`src/rtl/transpose_buffer.sv`:
```
// Double-buffered NxN transpose memory: rows in, columns (or unchanged rows) out.
// Two banks ping-pong so one block fills while the previous one drains.
module transpose_buffer #(
    parameter int unsigned N = 8,
    parameter int unsigned W = 12
) (
    input  logic           clk,
    input  logic           reset,
    input  logic           in_valid,
    output logic           in_ready,
    input  logic [N*W-1:0] in_data,
    input  logic           in_transpose,
    output logic           out_valid,
    input  logic           out_ready,
    output logic [N*W-1:0] out_data,
    output logic [1:0]     bank_full
);
    localparam int unsigned   AW   = $clog2(N);
    localparam logic [AW-1:0] LAST = AW'(N - 1);

    typedef enum logic [1:0] {EMPTY, FILLING, FULL, DRAINING} bank_state_e;

    bank_state_e    state_q [2];
    bank_state_e    state_d [2];
    logic [1:0]     mode_q, mode_d;
    logic           wr_sel_q, wr_sel_d;
    logic           rd_sel_q, rd_sel_d;
    logic [AW-1:0]  wr_row_q, wr_row_d;
    logic [AW-1:0]  rd_col_q, rd_col_d;
    logic           out_valid_q, out_valid_d;
    logic [N*W-1:0] out_data_q, out_data_d;
    logic [W-1:0]   mem_q [2][N][N];

    logic           wr_en;
    logic           rd_avail;
    logic           rd_en;
    logic [N*W-1:0] rd_beat;

    always_comb begin
        in_ready     = (state_q[wr_sel_q] == EMPTY) || (state_q[wr_sel_q] == FILLING);
        rd_avail     = (state_q[rd_sel_q] == FULL) || (state_q[rd_sel_q] == DRAINING);
        wr_en        = in_valid && in_ready;
        rd_en        = rd_avail && (!out_valid_q || out_ready);
        bank_full[0] = (state_q[0] == FULL) || (state_q[0] == DRAINING);
        bank_full[1] = (state_q[1] == FULL) || (state_q[1] == DRAINING);
    end

    always_comb begin
        rd_beat = '0;
        for (int unsigned k = 0; k < N; k++) begin
            if (mode_q[rd_sel_q]) begin
                rd_beat[k*W +: W] = mem_q[rd_sel_q][AW'(k)][rd_col_q];
            end else begin
                rd_beat[k*W +: W] = mem_q[rd_sel_q][rd_col_q][AW'(k)];
            end
        end
    end

    // Writes only touch EMPTY/FILLING banks and reads only FULL/DRAINING ones,
    // so the two state updates below never target the same bank.
    always_comb begin
        state_d     = state_q;
        mode_d      = mode_q;
        wr_sel_d    = wr_sel_q;
        rd_sel_d    = rd_sel_q;
        wr_row_d    = wr_row_q;
        rd_col_d    = rd_col_q;
        out_valid_d = out_valid_q;
        out_data_d  = out_data_q;

        if (wr_en) begin
            wr_row_d = wr_row_q + 1'b1;
            if (wr_row_q == '0) begin
                mode_d[wr_sel_q]  = in_transpose;
                state_d[wr_sel_q] = FILLING;
            end
            if (wr_row_q == LAST) begin
                state_d[wr_sel_q] = FULL;
                wr_row_d          = '0;
                wr_sel_d          = !wr_sel_q;
            end
        end

        if (rd_en) begin
            out_data_d        = rd_beat;
            out_valid_d       = 1'b1;
            rd_col_d          = rd_col_q + 1'b1;
            state_d[rd_sel_q] = DRAINING;
            if (rd_col_q == LAST) begin
                state_d[rd_sel_q] = EMPTY;
                rd_col_d          = '0;
                rd_sel_d          = !rd_sel_q;
            end
        end else if (out_ready) begin
            out_valid_d = 1'b0;
        end
    end

    always_ff @(posedge clk or negedge reset) begin
        if (!reset) begin
            state_q     <= '{EMPTY, EMPTY};
            mode_q      <= '0;
            wr_sel_q    <= 1'b0;
            rd_sel_q    <= 1'b0;
            wr_row_q    <= '0;
            rd_col_q    <= '0;
            out_valid_q <= 1'b0;
            out_data_q  <= '0;
        end else begin
            state_q     <= state_d;
            mode_q      <= mode_d;
            wr_sel_q    <= wr_sel_d;
            rd_sel_q    <= rd_sel_d;
            wr_row_q    <= wr_row_d;
            rd_col_q    <= rd_col_d;
            out_valid_q <= out_valid_d;
            out_data_q  <= out_data_d;
        end
    end

    // Sample storage is deliberately not reset.
    always_ff @(posedge clk) begin
        if (wr_en) begin
            for (int unsigned k = 0; k < N; k++) begin
                mem_q[wr_sel_q][wr_row_q][AW'(k)] <= in_data[k*W +: W];
            end
        end
    end

    assign out_valid = out_valid_q;
    assign out_data  = out_data_q;

endmodule
```
`config.mk`:
```
export PLATFORM = sky130hd
export DESIGN_NAME = transpose_buffer
export DESIGN_NICKNAME = d
export VERILOG_FILES = /design/src/rtl/transpose_buffer.sv
export SDC_FILE = /design/constraint.sdc
export NUM_CORES = 2
export LEC_CHECK = 0
export ABC_AREA = 1
export CAP_MARGIN = 30
export CORE_MARGIN = 3
export CORE_UTILIZATION = 30
export CTS_CLUSTER_SIZE = 16
export DETAILED_ROUTE_END_ITERATION = 7
export PLACE_DENSITY_LB_ADDON = 0.12
export SETUP_SLACK_MARGIN = 0.3
export SYNTH_ARGS = -nofsm -noshare
export SYNTH_HDL_FRONTEND = slang
export SYNTH_SLANG_ARGS = --single-unit
```
`constraint.sdc`:
```
create_clock -name clk -period 12.4 [get_ports clk]
set_input_delay 1.24 -clock clk [delete_from_list [all_inputs] [get_ports clk]]
set_output_delay 1.24 -clock clk [all_outputs]
set_load 0.05 [all_outputs]
```
; ---- After elaboration in Yosys (flattened, before gate mapping)
; Memory sizes are Yosys's and may differ from the RTL's.
; Index checks and enable logic that the tools add are counted.
[word_totals]
ff_bits = 111
ramBits = 1536
in_bits = 101
output_inout_bits = 100
elab_cells = 10901
n_memories = 1
[op_classes]
add_sub_neg = 2
n_lt_le_gt_ge = 10
eq_ne = 9
mux = 5461
bitwise_logic = 5389
n_reduce_logical = 20
[memory_table]
columns = name, depth, width, read_ports, rd_clocked_by_memory_dff, wr, line_no
row1 = mem_q, 2, 768, 1, 0, 1, 32  ; logic [W-1:0] mem_q [2][N][N];
[op_table]
columns = cell, count
row1 = 768-bit 2-to-1 mux, 8
row2 = 1-bit 2-to-1 mux, 5382
row3 = 1-bit bitwise OR, 5376
row4 = 96-bit demux with 3-bit select, 8
row5 = 12-bit 2-to-1 mux, 25
row6 = 12-bit binary-select mux with 3-bit select, 8
row7 = 96-bit binary-select mux with 3-bit select, 1
row8 = 96-bit 2-to-1 mux, 3
row9 = 84-bit 2-to-1 mux, 1
row10 = 72-bit 2-to-1 mux, 1
row11 = 60-bit 2-to-1 mux, 1
row12 = 48-bit 2-to-1 mux, 1
row13 = 36-bit 2-to-1 mux, 1
row14 = 24-bit 2-to-1 mux, 1
row15 = 4-bit 2-to-1 mux, 6
row16 = 2-bit 2-to-1 mux, 8
row17 = "2-bit equality test, second input constant", 6
row18 = "4-bit greater-or-equal comparator, second input constant", 2
row19 = 3-bit NOT with 4-bit output, 2
row20 = "3-bit by 1-bit adder with 3-bit output, second input constant", 2
row21 = "3-bit equality test, second input constant", 2
row22 = 1-bit logical AND, 6
row23 = 3-bit 2-to-1 mux, 2
row24 = 2-bit AND reduction, 3
row25 = other kinds (21), 35

; ---- Longest topological paths before layout
[depth]
ltp_word = 16
depth_mapped = 12
depth_no_buf = 9

; ---- Least setup slack after synthesis
; No wires, ideal clock.
[synth_path]
path_kind = input -> register
start = in in_valid
end = mem mem_q[0][0] (netlist name) (enable)
setup_time_ns = 0.552
arrival_time_ns = 5.844
path_slack_ns = 6.005
stages = 5
path_buffers = 1
cell_sequence = nand2_4 nor2_8 nand3_2 clkbuf_1 nor2_1
[synth_via]
elab_chain_cells = 10
elab_cells_between_ends = 17
[synth_lines]
columns = item, line_no
row1 = from (decl), 9  ; input logic in_valid,
row2 = 1-bit logical AND (*), 42  ; wr_en = in_valid && in_ready;
row3 = 1-bit 2-to-1 mux (*), 123  ; if (wr_en) begin
row4 = 768-bit 2-to-1 mux (not written as such), 125  ; mem_q[wr_sel_q][wr_row_q][AW'(k)] <= in_data[k*W +: W];
row5 = 1-bit bitwise OR (no line) (6 in a row), -
row6 = 1-bit bitwise OR (no line) (*), -
row7 = to (decl), 32
; Mark *: on every way between the ends. The rest lies on a longest branch, timed or not.

; ---- Worst setup path in the final report
[layout_path]
start = reg rd_col_q[0]
end = reg out_data_q[87] (netlist: out_data[87])
[layout_via]
elab_chain_cells = 5
elab_cells_between_ends = 8
[layout_lines]
columns = item, line_no
row1 = from (decl), 29  ; logic [AW-1:0] rd_col_q, rd_col_d;
row2 = from (signal assigned), 115  ; rd_col_q <= rd_col_d;
row3 = 3-bit NOT with 4-bit output (not written as such) (*), "52, 54"
row4 = 96-bit binary-select mux with 3-bit select / 12-bit binary-select mux with 3-bit select (equally long branches), "54, 52"
row5 = 96-bit 2-to-1 mux (not written as such) / 12-bit 2-to-1 mux (equally long branches) (2 in a row), "54, 52"
row6 = 12-bit 2-to-1 mux (*), 51  ; if (mode_q[rd_sel_q]) begin
row7 = to (signal assigned), 117  ; out_data_q <= out_data_d;
row8 = to (decl), 31  ; logic [N*W-1:0] out_data_q, out_data_d;
; Mark *: on every way between the ends. The rest lies on a longest branch, timed or not. The select of a mux whose other input is x is not followed.
; A chain may end at the register's enable or synchronous reset.

==> summary.txt <==
Floorplan
  – Die Span Y: 520 um
  – Starting Density: 30.2%
  – Core area: 0.263 mm^2
  – DIE AREA: 0.270 mm^2
  – Die X: 520 um
  – Site row count: 188
  – # IOs: 201

STA
  – Worst-margin pin slew: 1.09 ns
  – Clk_skew: 0.0409 ns
  – Setup repair after global routing missed its margin: false
  – Endpoints failing hold: 0
  – Setup Total Neg Slack: 0 ns
  – # setup viols final: 0
  – Max Freq: 0.198 GHz
  – Minimum clock period: 5.04 ns
  – Worst slew margin: 27.2%
  – Fin. max-slew vios: 0
  – Tcrit/Tclk final: 40.7%

Critical path
  – Cell family with most CP delay: buffers and inverters
  – Critical Path Start: rd_col_q[0]$_DFFE_PN0P_
  – WP data arrival: 5.81 ns
  – Critical path's most frequent cell: nand3_1
  – Reg2Reg Setup Slack: 7.36 ns
  – Crit-path cells: buf_12, buf_4, buf_4, buf_4, nand2_1, nand3_1, nand3_1, nand3_1, nand3_1, nand2_1
  – Slowest CP cell: buf_4
  – CP endpoint kind: flop
  – Cell count of the worst reg-to-reg path: 10
  – Worst r2r src: rd_col_q[0]$_DFFE_PN0P_
  – Crit path largest cell delay: 0.81 ns
  – Worst Path Buf+Inv: 4
  – Critical Path RT: 13.17 ns
  – Critical-path maximum fanout: 129
  – Critical Path Start Type: flop
  – Kind of critical path: flop to flop
  – FF-to-FF End: out_data[87]$_DFFE_PN0P_

Final layout
  – Fraction of layout cells with a size suffix above 1: 5.31%
  – Area growth, synth to finish: 15.1%
  – Area of the multi-input gates: 0.0245 mm^2
  – Fillers: 27000
  – Reg area: 0.0489 mm^2
  – Fin nets: 8751
  – Non-filler cells, final: 12300

Logic synthesis
  – Number of synthesized flops with an enable pin: 1536
  – Synthesized flop and latch total: 1645
  – Post-synth top area cell: edfxtp_1
  – Yosys warns: 0
  – Post-Syn Area: 0.0792 mm^2
  – Seq/Total Area, Yosys: 61.7%
  – Gate Count Post-Synth: 8679
  – Largest cells by area after synthesis: edfxtp_1 (58%), nand3_1 (13%), nand2_1 (12%), inv_1 (4.5%), o21ai_0 (4.1%)
  – Mean Syn Cell Area: 9.13 um^2
  – Commonest cells in the netlist: nand2_1 (2547), nand3_1 (2100), edfxtp_1 (1536)
  – Top_reg_cell synth: edfxtp_1
  – Share of the synthesized area in the top cell type: 58.2%
  – Count leader, synth: nand2_1
  – Distinct cells, synth: 27
  – Net Count, Synth: 8785
  – Share of flip-flops with an asynchronous set or reset: 6.63%

Global route
  – Met3 GRT Util: 3.42%
  – Grt met2 use: 37.7%
  – Vias in the first global route: 60800
  – Initial antenna violation count: 47
  – Busiest grt layer: met2
  – Overflow after GRT: 0
  – Pin count of the biggest net entering global routing: 153
  – First-pass GRT wire length: 466000 um
  – GRT Total Usage: 23.9%
  – Global Route met1 Usage: 34.5%

Placement
  – PortBufs: 200
  – HPWL Detailed: 211000 um
  – Dpl cells: 12000
  – Routability Congestion: 0.817

Drt
  – Drt first pass iters: 7
  – Drc violations: 0
  – Post-DRT Antenna Nets: 0
  – Drt wl/cell: 26.9 um
  – Drt initial violations: 7164
  – Via count: 64000
  – Vias/cell: 5.19
  – DRT Wirelength: 332000 um

Hold path
  – HP Class: input port to async pin

CTS
  – Setup bufs post-CTS: 0
  – Clk_lat worst skew: 0.86 ns
  – Post-CTS Resized: 0
  – CTS tree: done
  – H-tree Lvls: 4
  – Buffers from clock root to sink, at most: 3
  – Clock root cell: clkbuf_16
  – Hold_buf cts: 0
  – Clock tree sinks: 1645
  – CTS Buf Count: 194
  – Reg clk slew, reported paths: 0.06 ns

Pwr
  – Static leakage: 0.0370 uW
  – Pwr dens: 252 mW/mm^2
  – Sw frac: 45.3%
  – Design Power: 23000 uW
  – Net Sw Power: 10400 uW
  – Comb pwr share: 43.1%
  – Clock power share: 25.5%
  – Peak supply drop: 0.230 mV
  – Reg power frac: 31.5%
  – Internal power: 12600 uW

Run status
  – Outcome: completed

Flow run
  – Max_cap viols: 0
## cell type report
cell class	instances	share of cell area, %
clock buffers	279	6.05
repair buffers	332	3.59
well taps	3515	4.82
flip-flops and latches	1645	53.6
clock inverters	89	1.05
multi-input cells	5507	26.9
diodes	9	0.0247
inverters	965	4.02
## placed cells by master, fill, tap and decap left out, drive strengths merged
master	Yosys	routed
nand2	2554	2554
nand3	2102	2102
edfxtp	1536	1536
inv	963	970
o21ai	696	696
clkbuf	216	280
clkdlybuf4s50	0	199
nor2	143	143
buf	346	132
dfrtp	109	109
clkinv	2	61
bufinv	0	17
diode	0	9
clkinvlp	0	6
ha	5	5
a21oi	3	3
nor3	2	2
o22ai	1	1
mux2	1	1
## metrics by stage
step / utilization, % / hold WS [ns] / area (um^2) / setup slack [ns]
floorplan: - / 0.481 / 79200 / 6.00
finish: 34.7 / 0.447 / 91200 / 7.36
global route: 34.7 / 0.444 / 91200 / 6.98
CTS: 34.7 / 0.404 / 91200 / 7.30
global placement: 32.2 / 0.469 / 84500 / 6.61
detailed placement: 32.3 / 0.466 / 84700 / 6.64
## layer usage
layer	routed length [um]	share of wire [%]	up-vias
li1	-	-	29200
met1	151000	45	32000
met2	151000	45	2481
met3	22200	6.7	368
met4	8590	2.6	4
met5	14	0.0042	-
## cell families after synthesis
family,share of synthesized area (%)
adder cells (fa/ha/maj),0.0790
AND/OR/NAND/NOR,26.2
AO/OA/AOI/OAI,4.43
buffers and inverters,7.63
multiplexers,0.0142
flip-flops,61.7
## worst register-to-register path: stages (launching register included)
cell and delay (ns):
dfrtp_4 0.76, buf_12 0.52, buf_4 0.86, buf_4 0.63, buf_4 0.85, nand2_1 0.23, nand3_1 0.20, nand3_1 0.10
nand3_1 0.14, nand3_1 0.45, nand2_1 0.21
## sequential cells by signal, indices dropped and copies added, names as in the netlist
| register | cells |
|---|---|
| mode_q | 2 |
| state_q | 2 |
| out_valid | 1 |
| out_data | 96 |
| wr_sel_q | 1 |
| wr_row_q | 3 |
| rd_col_q | 3 |
| mem_q | 1536 |
| rd_sel_q | 1 |
## power by group through the flow
stage | clock [uW] | combinational [uW] | sequential (uW)
2_1_floorplan | 0 | 5630 | 7520
3_3_place_gp | 0 | 9840 | 7380
3_5_place_dp | 0 | 9850 | 7370
4_1_cts | 5960 | 9870 | 7260
5_1_grt | 6180 | 10700 | 7270
6_report | 5850 | 9900 | 7230
## how the worst max path moves through the flow
| stage | endpoint | slack, ns | cells after the start |
|---|---|---|---|
| detailed placement | mem_q[1][1]$_DFFE_PP_ | 6.64 | 7 |
| CTS | out_data[61]$_DFFE_PN0P_ | 7.30 | 12 |
| finish | out_data[87]$_DFFE_PN0P_ | 7.36 | 10 |
| global route | out_data[24]$_DFFE_PN0P_ | 6.98 | 11 |
| global placement | mem_q[1][708]$_DFFE_PP_ | 6.61 | 8 |
| floorplan | mem_q[0][0]$_DFFE_PP_ | 6.00 | 5 |
Power figures use the tool's default switching activity.
